`src/rtl/osd_pkg.sv`:
```
// Shared types for the OSD character writer: command opcodes, FSM states and
// the default blank character used by CLEAR.
package osd_pkg;

    typedef enum logic [2:0] {
        OP_NOP    = 3'd0,
        OP_CLEAR  = 3'd1,
        OP_SETPOS = 3'd2,
        OP_PUTC   = 3'd3,
        OP_PUTHEX = 3'd4
    } osd_op_e;

    typedef enum logic [1:0] {
        ST_IDLE   = 2'd0,
        ST_CLEAR  = 2'd1,
        ST_HEX_LO = 2'd2
    } osd_state_e;

    localparam logic [7:0] BLANK_CHAR_DEFAULT = 8'h20;

endpackage

```
`src/rtl/osd_hex_ascii.sv`:
```
// Combinational nibble to uppercase ASCII hex digit converter.
module osd_hex_ascii (
    input  logic [3:0] i_nibble,
    output logic [7:0] o_ascii
);

    logic [7:0] w_nibbleWide;

    assign w_nibbleWide = {4'h0, i_nibble};

    // 'A' - 10 = 8'h37, so letters land on 8'h41..8'h46
    assign o_ascii = (i_nibble < 4'd10) ? (8'h30 + w_nibbleWide)
                                        : (8'h37 + w_nibbleWide);

endmodule

```
`src/rtl/osd_char_writer.sv`:
```
// Command-driven writer for the OSD overlay character RAM: clear, cursor
// positioning, character and hex-byte output with registered RAM write port.
module osd_char_writer
    import osd_pkg::*;
#(
    parameter int         COLS       = 40,
    parameter int         ROWS       = 30,
    parameter logic [7:0] BLANK_CHAR = BLANK_CHAR_DEFAULT
) (
    input  logic        clk,
    input  logic        reset_n,
    input  logic        cmd_valid,
    output logic        cmd_ready,
    input  logic [2:0]  cmd_op,
    input  logic [7:0]  cmd_data,
    input  logic [5:0]  cmd_col,
    input  logic [4:0]  cmd_row,
    output logic [10:0] wr_addr,
    output logic [7:0]  wr_data,
    output logic        wr_en,
    output logic [5:0]  cur_col,
    output logic [4:0]  cur_row,
    output logic        pos_err
);

    localparam logic [6:0]  COLS_LIM = 7'(COLS);
    localparam logic [5:0]  ROWS_LIM = 6'(ROWS);
    localparam logic [5:0]  LAST_COL = 6'(COLS - 1);
    localparam logic [4:0]  LAST_ROW = 5'(ROWS - 1);
    localparam logic [10:0] COLS_A   = 11'(COLS);
    localparam logic [11:0] TOTAL    = 12'(COLS * ROWS);

    osd_state_e  r_state;
    osd_state_e  w_nextState;

    logic [5:0]  r_curCol, w_nextCol, w_advCol;
    logic [4:0]  r_curRow, w_nextRow, w_advRow;
    logic [11:0] r_clrCnt, w_nextClrCnt;
    logic [3:0]  r_hexLo, w_nextHexLo;
    logic [10:0] r_wrAddr, w_nextWrAddr;
    logic [7:0]  r_wrData, w_nextWrData;
    logic        r_wrEn, w_nextWrEn;
    logic        r_posErr, w_nextPosErr;

    logic [10:0] w_curAddr;
    logic [3:0]  w_nibble;
    logic [7:0]  w_hexAscii;
    logic        w_posOk;

    assign w_curAddr = (11'(r_curRow) * COLS_A) + 11'(r_curCol);
    assign w_posOk   = ({1'b0, cmd_col} < COLS_LIM) && ({1'b0, cmd_row} < ROWS_LIM);
    assign w_nibble  = (r_state == ST_HEX_LO) ? r_hexLo : cmd_data[7:4];

    // Raster-order advance with wrap from the bottom-right cell back to the top.
    always_comb begin
        w_advCol = r_curCol + 6'd1;
        w_advRow = r_curRow;
        if (r_curCol == LAST_COL) begin
            w_advCol = 6'd0;
            w_advRow = (r_curRow == LAST_ROW) ? 5'd0 : (r_curRow + 5'd1);
        end
    end

    osd_hex_ascii u_hexAscii (
        .i_nibble (w_nibble),
        .o_ascii  (w_hexAscii)
    );

    always_ff @(posedge clk) begin
        if (!reset_n) begin
            r_state <= ST_IDLE;
        end else begin
            r_state <= w_nextState;
        end
    end

    // Next-state and next-register logic; every write is staged here so the
    // RAM port registers present it one cycle after the command is accepted.
    always_comb begin
        w_nextState  = r_state;
        w_nextCol    = r_curCol;
        w_nextRow    = r_curRow;
        w_nextClrCnt = r_clrCnt;
        w_nextHexLo  = r_hexLo;
        w_nextWrEn   = 1'b0;
        w_nextWrAddr = r_wrAddr;
        w_nextWrData = r_wrData;
        w_nextPosErr = 1'b0;

        case (r_state)
            ST_IDLE: begin
                if (cmd_valid) begin
                    case (osd_op_e'(cmd_op))
                        OP_CLEAR: begin
                            w_nextWrEn   = 1'b1;
                            w_nextWrAddr = 11'd0;
                            w_nextWrData = BLANK_CHAR;
                            w_nextClrCnt = 12'd1;
                            w_nextState  = ST_CLEAR;
                        end
                        OP_SETPOS: begin
                            if (w_posOk) begin
                                w_nextCol = cmd_col;
                                w_nextRow = cmd_row;
                            end else begin
                                w_nextPosErr = 1'b1;
                            end
                        end
                        OP_PUTC: begin
                            w_nextWrEn   = 1'b1;
                            w_nextWrAddr = w_curAddr;
                            w_nextWrData = cmd_data;
                            w_nextCol    = w_advCol;
                            w_nextRow    = w_advRow;
                        end
                        OP_PUTHEX: begin
                            w_nextWrEn   = 1'b1;
                            w_nextWrAddr = w_curAddr;
                            w_nextWrData = w_hexAscii;
                            w_nextCol    = w_advCol;
                            w_nextRow    = w_advRow;
                            w_nextHexLo  = cmd_data[3:0];
                            w_nextState  = ST_HEX_LO;
                        end
                        default: begin
                        end
                    endcase
                end
            end
            ST_CLEAR: begin
                // One idle cycle after the last write before returning to IDLE.
                if (r_clrCnt < TOTAL) begin
                    w_nextWrEn   = 1'b1;
                    w_nextWrAddr = r_clrCnt[10:0];
                    w_nextWrData = BLANK_CHAR;
                    w_nextClrCnt = r_clrCnt + 12'd1;
                end else begin
                    w_nextCol   = 6'd0;
                    w_nextRow   = 5'd0;
                    w_nextState = ST_IDLE;
                end
            end
            ST_HEX_LO: begin
                w_nextWrEn   = 1'b1;
                w_nextWrAddr = w_curAddr;
                w_nextWrData = w_hexAscii;
                w_nextCol    = w_advCol;
                w_nextRow    = w_advRow;
                w_nextState  = ST_IDLE;
            end
            default: begin
                w_nextState = ST_IDLE;
            end
        endcase
    end

    always_ff @(posedge clk) begin
        if (!reset_n) begin
            r_curCol <= 6'd0;
            r_curRow <= 5'd0;
            r_clrCnt <= 12'd0;
            r_hexLo  <= 4'd0;
            r_wrAddr <= 11'd0;
            r_wrData <= 8'd0;
            r_wrEn   <= 1'b0;
            r_posErr <= 1'b0;
        end else begin
            r_curCol <= w_nextCol;
            r_curRow <= w_nextRow;
            r_clrCnt <= w_nextClrCnt;
            r_hexLo  <= w_nextHexLo;
            r_wrAddr <= w_nextWrAddr;
            r_wrData <= w_nextWrData;
            r_wrEn   <= w_nextWrEn;
            r_posErr <= w_nextPosErr;
        end
    end

    assign cmd_ready = (r_state == ST_IDLE);
    assign wr_addr   = r_wrAddr;
    assign wr_data   = r_wrData;
    assign wr_en     = r_wrEn;
    assign cur_col   = r_curCol;
    assign cur_row   = r_curRow;
    assign pos_err   = r_posErr;

endmodule

```
`config.mk`:
```
export PLATFORM = sky130hd
export DESIGN_NAME = osd_char_writer
export DESIGN_NICKNAME = d
export VERILOG_FILES = /design/src/rtl/osd_pkg.sv /design/src/rtl/osd_hex_ascii.sv /design/src/rtl/osd_char_writer.sv
export SDC_FILE = /design/constraint.sdc
export NUM_CORES = 1
export LEC_CHECK = 0
export CORE_ASPECT_RATIO = 1.25
export CORE_MARGIN = 1.5
export CORE_UTILIZATION = 40
export CTS_CLUSTER_DIAMETER = 120
export DETAILED_ROUTE_END_ITERATION = 10
export HOLD_SLACK_MARGIN = 0.03
export MAX_ROUTING_LAYER = met4
export PLACE_DENSITY = 0.69
export SETUP_SLACK_MARGIN = 0.02
export SLEW_MARGIN = 30
export SYNTH_ARGS = -nofsm -noshare
export SYNTH_HDL_FRONTEND = slang
export SYNTH_SLANG_ARGS = --single-unit
```
`constraint.sdc`:
```
create_clock -name clk -period 2.3 [get_ports clk]
set_clock_uncertainty 0.2 [all_clocks]
set_input_delay 0.23 -clock clk [delete_from_list [all_inputs] [get_ports clk]]
set_output_delay 0.23 -clock clk [all_outputs]
set_load 0.05 [all_outputs]
```
Yosys cells after proc, flatten, opt, wreduce, memory -nomap -nowiden
Index checks and enable logic that the tools add are counted.
{"block": "op_classes", "n_mux": 36, "n_lt_le_gt_ge": 4, "n_reduce_logical": 13, "multipliers": 1, "n_eq_ne": 17, "n_addsub": 6}
{"operator": "$pmux 8 s3", "n": 2}
{"operator": "$mux 12", "n": 3}
{"operator": "$pmux 11 s3", "n": 1}
{"operator": "$mux 5", "n": 5}
{"operator": "$mux 6", "n": 4}
{"operator": "$mux 8", "n": 3}
{"operator": "$pmux 12 s2", "n": 1}
{"operator": "$mux 11", "n": 2}
{"operator": "$pmux 11 s2", "n": 1}
{"operator": "$pmux 6 s3", "n": 1}
{"operator": "$reduce_and 4->1", "n": 4}
{"operator": "$pmux 5 s3", "n": 1}
{"operator": "$add 6x4->7 const A", "n": 2}
{"operator": "$add 12x1->12 const B", "n": 1}
{"operator": "$lt 12x11->1 const B", "n": 1}
{"operator": "$pmux 6 s2", "n": 1}
{"operator": "$add 11x6->11", "n": 1}
{"operator": "$pmux 5 s2", "n": 1}
{"operator": "$mul 5x3->8 const B", "n": 1}
{"operator": "$pmux 2 s2", "n": 2}
{"operator": "$add 6x1->6 const B", "n": 1}
{"operator": "$eq 3x2->1 const B", "n": 2}
{"operator": "$eq 6x6->1 const B", "n": 1}
{"operator": "$lt 6x6->1 const B", "n": 1}
{"operator": "26 further kinds", "n": 34}
{"block": "word_totals", "output_inout_bits": 33, "regBits": 50, "word_cells": 86}

Longest topological paths before layout
{"block": "depth", "ltp_word": 7, "depth_mapped": 10, "depth_no_buf": 8}

Hierarchy
Synthesis repeated with hierarchy kept, for this count alone.
{"block": "unflattened", "cells_unflattened": 386, "area_unflattened_um2": 3221.8}
{"mod": "osd_char_writer", "seq_area_each_um2": 1001.0, "area_each_um2": 3115.5, "instances": 1, "cells_per_inst": 370}
{"mod": "osd_hex_ascii", "seq_area_each_um2": 0.0, "area_each_um2": 106.4, "instances": 1, "cells_per_inst": 16}

Worst setup path before layout
No wires, ideal clock.
{"block": "synth_timing", "path_type": "reg-to-reg", "startpoint": "register r_curRow[3], in the netlist cur_row[3]", "endpoint": "register r_wrAddr[9], in the netlist wr_addr[9]", "period_less_slack_ns": 2.829, "t_arrival_ns": 2.508, "path_stages_with_launch": 9, "slack_ns": -0.529, "required_time_ns": 1.978, "path_cell_list": "dfxtp_1 ha_1 ha_1 fa_1 xor2_1 o2111ai_1 xor3_1 a22oi_1 a21oi_1"}
{"block": "synth_via", "elab_chain_cells": 5}
{"item": "from (decl)", "line_no": "osd_char_writer.sv:37", "source": "logic [4:0] r_curRow, w_nextRow, w_advRow;"}
{"item": "from (signal assigned)", "line_no": "osd_char_writer.sv:169", "source": "r_curRow <= w_nextRow;"}
{"item": "$mul 5x3->8 *", "line_no": "osd_char_writer.sv:50", "source": "assign w_curAddr = (11'(r_curRow) * COLS_A) + 11'(r_curCol);"}
{"item": "$add 11x6->11 *", "line_no": "osd_char_writer.sv:50"}
{"item": "$pmux 11 s2", "line_no": "osd_char_writer.sv:93", "source": "case (osd_op_e'(cmd_op))"}
{"item": "$mux 11", "line_no": "osd_char_writer.sv:92", "source": "if (cmd_valid) begin"}
{"item": "$pmux 11 s3 *", "line_no": "osd_char_writer.sv:90", "source": "case (r_state)"}
{"item": "to (signal assigned)", "line_no": "osd_char_writer.sv:172", "source": "r_wrAddr <= w_nextWrAddr;"}
{"item": "to (decl)", "line_no": "osd_char_writer.sv:40", "source": "logic [10:0] r_wrAddr, w_nextWrAddr;"}
Mark *: on every way between the ends. The rest lies on a longest branch, timed or not. The select of a mux whose other input is x is not followed.
A chain may end at the register's enable or synchronous reset.

Worst setup path in the final report
{"block": "layout_timing", "startpoint": "register r_curRow[1], in the netlist cur_row[1]", "endpoint": "register r_wrAddr[8], in the netlist wr_addr[8]"}
Same word-level chain as after synthesis.

==> metrics.md <==
| Metric | Value |
|---|---|
| Die W | ~83 um |
| Vias in the first global route | 3018 |
| Hpwl dp | 6850 um |
| Clock Tree Root | clkbuf_8 |
| FF-to-FF path depth | 8 |
| Drt total wl | 9186 um |
| DR iter-0 viols | 196 |
| Startpoint Class | flip-flop |
| First-pass GRT wire length | 14470 um |
| Final setup viols | 0 |
| Post-Syn Area | between 3000 and 4000 um^2 |
| Vias per cell | roughly 5.7 |
| ANT nets after route | 0 |
| Initial Util | about 41% |
| Clock latency on the worst-skew pair | around 0.30 ns |
| Max Slew Vio Count | 0 |
| Outcome | finished, final reports clean |
| Netlist cell types | 62 |
| Critical path class | flip-flop to flip-flop |
| DR WL/cell | 16.12 um |
| Hold Crit Class | flip-flop to flip-flop |
| Worst slew pin tran | between 0.5 and 0.6 ns |
| Syn avg cell area | 8.566 um^2 |
| CP Launch Point | cur_row[1] |
| Setup tns final | 0 ns |
| Seq cells post-synth | 50 |
| Fmax | 0.4429 GHz |
| Critical R2R Launch | cur_row[1] |
| RSZ-0062 raised after global routing | true |
| Top FF cell, synth | dfxtp_1 |
| CTS max path bufs | 2 |
| Critical Path Sink Type | flip-flop |
| Max-slew headroom | about 64% |
| Post-synthesis sequential area ratio | 31.58% |
| Fill cells | 693 |
| CP Data Arrival Time | approximately 2.3 ns |
| Max_cap viols | 0 |
| # DRC | 0 |
| Post-Syn Nets | 415 |
| CP endpoint | wr_addr[8] |
| Worst EP required | 2.34 ns |
| Tot GR Track Use | 22.47% |
| P&R area growth vs syn | 41.93% |
| Post-synth EDFFs | 0 |
| Die height | between 100 and 150 um |
| R2r setup slk | 0.04 ns |
| Maximum VDD drop | 0.2927 mV |
| Clk pin slew, worst setup/hold paths | 0.10 ns |
| Cells after Synth | 370 |
| Number of diodes | 0 |
| Final min period | 2.258 ns |
| Final worst slack | 0.04212 ns |
| CP Max Fanout | 3 |
| CTS tree | built |
| H-Tree Depth | 2 |
| Ys Warns | 0 |
| Cell Pwr Density | approximately 550 nW/um^2 |
| CTS buffer count | 5 |
| DIE AREA | around 8500 um^2 |
| Hold-fix buffers, CTS | 0 |
| Core box area | just under 8000 um^2 |
| CTS Sinks | 50 |
| Grt ovf | 0 |
| Yosys top cell area share | 31.58% |
| GPL Wtd Cong | 0.8601 |
| Vias | 3235 |
| Total Power | 2.474 mW |
| Lkg Pwr | 1.798 nW |
| Period utilization | 98.17% |
| Drt pass-1 iters | 4 |
| Final net count | 519 |
| FF-to-FF End | wr_addr[8] |
| Pin count of the biggest net entering global routing | 28 |
| Core Rows | 36 |
| Most area-consuming cells after synthesis | dfxtp_1 (32%), ha_1 (7.1%), o21ai_0 (5.1%), nand2_1 (3.6%), xnor2_1 (3.3%) |
| DP Worst Slack | -0.2566 ns |
| Biggest area consumer among synthesized cells | dfxtp_1 |
| IO Pins | 58 |
| Asr flop ratio synth | 0% |
| Initial antenna violation count | 0 |
| IO buf count | 57 |
| Final hold viol count | 0 |
| Share of cells above drive strength 1 | 23.16% |
[metal layers]
layer  share of wire (%)  vias to the layer above  GRT usage (%)
li1                    -                     1601              -
met2                  49                       92          37.34
met1                  44                     1536          28.64
met3                 5.5                        6          2.920
met4                0.87                        0          5.769
met5                   0                        -              -
[area by class of cell]
class                      count  area [um^2]  area share [%]
clock buffer                   6        72.57           1.613
sequential                    50         1023           22.75
inverter                      11        41.29          0.9179
clock inverter                 2        13.76          0.3060
tap                           95        118.9           2.643
multi-input combinational    284         2141           47.59
timing repair buffer         122         1087           24.17
[synthesized netlist by cell type (5+ instances only)]
| cell type | count |
|---|---|
| o21ai_0 | 32 |
| nor2b_1 | 5 |
| mux2i_1 | 6 |
| buf_2 | 7 |
| ha_1 | 18 |
| nor2_1 | 20 |
| clkbuf_1 | 14 |
| a211oi_1 | 11 |
| dfxtp_1 | 50 |
| nor3_1 | 6 |
| a21o_1 | 7 |
| nand3_1 | 13 |
| o211a_1 | 10 |
| nand4_1 | 6 |
| a22oi_1 | 10 |
| a21oi_1 | 19 |
| a31oi_1 | 5 |
| nand2_1 | 30 |
| xnor2_1 | 12 |
| nor3b_1 | 7 |
| a21boi_0 | 8 |
| inv_1 | 11 |
[worst max-delay path: stages, from the launching register on]
cell,delay (ns)
dfxtp_4,0.37
ha_4,0.25
ha_4,0.16
fa_2,0.56
o211a_1,0.16
o21ai_2,0.06
xnor2_1,0.20
a22oi_1,0.09
a21oi_1,0.14
[repair_timing]
item | 4_1_cts | 5_1_grt
gates cloned | 0 | 1
buffers inserted | 1 | 2
pin swaps | 2 | 5
resized for setup | 1 | 13
endpoints found under the setup margin | 2 | 24
endpoints found under the hold margin | 0 | 0
[worst min-delay path by stage]
stage | endpoint | slack, ns | cells past startpoint | from
after detailed placement | r_clrCnt[11] | 0.28 | 2 | r_clrCnt[11]
after floorplan | cur_row[4] | 0.17 | 2 | cmd_row[4]
final | wr_data[7] | 0.30 | 2 | wr_data[7]
after CTS | wr_data[7] | 0.30 | 2 | wr_data[7]
after global routing | r_hexLo[3] | 0.34 | 2 | r_hexLo[3]
after global placement | r_clrCnt[11] | 0.27 | 2 | r_clrCnt[11]
[flip-flops by register name, indices dropped and copies added, names as in the netlist]
name / count
r_clrCnt: 12
wr_addr: 11
wr_data: 8
cur_col: 6
cur_row: 5
r_hexLo: 4
r_state: 2
pos_err: 1
wr_en: 1
[where the power goes]
group | leakage, nW | total, mW | internal, mW | switching (mW)
logic | 1.34 | 0.966 | 0.413 | 0.553
registers | 0.413 | 0.986 | 0.933 | 0.0531
clock network | 0.0417 | 0.523 | 0.216 | 0.307
[stage by stage]
stage | cell area (um^2) | hold WS, ns | util (%) | std cells
after floorplan | 3268 | 0.1720 | - | 370
after global placement | 4327 | 0.2663 | 55.85 | 558
after detailed placement | 4327 | 0.2774 | 55.85 | 558
after CTS | 4422 | 0.2981 | 57.07 | 567
after global routing | 4498 | 0.3401 | 58.06 | 570
final | 4498 | 0.2962 | 58.06 | 570
[kinds of logic (layout without fill, tap and decap cells)]
family	Yosys count	count (layout)	share of synthesized area [%]
AO/OA/AOI/OAI	135	135	30.36
flip-flops	50	50	31.58
multiplexers	7	7	2.250
adder cells (fa/ha/maj)	20	20	8.370
XOR/XNOR	15	15	4.619
AND/OR/NAND/NOR	107	107	17.57
buffers and inverters	36	141	5.250
[cell usage in the layout (no fill, tap or decap), types with 8 or more instances in the layout]
cell type and count:
a22oi_1 10, nand2_1 30, xnor2_1 12, a21boi_0 8, ha_1 14, a21oi_1 17
a211oi_1 8, o21ai_0 31, clkdlybuf4s50_1 56, nor2_1 20, dfxtp_1 40, nand3_1 13
o211a_1 10, buf_4 61, inv_1 9
Power figures use the tool's default switching activity.
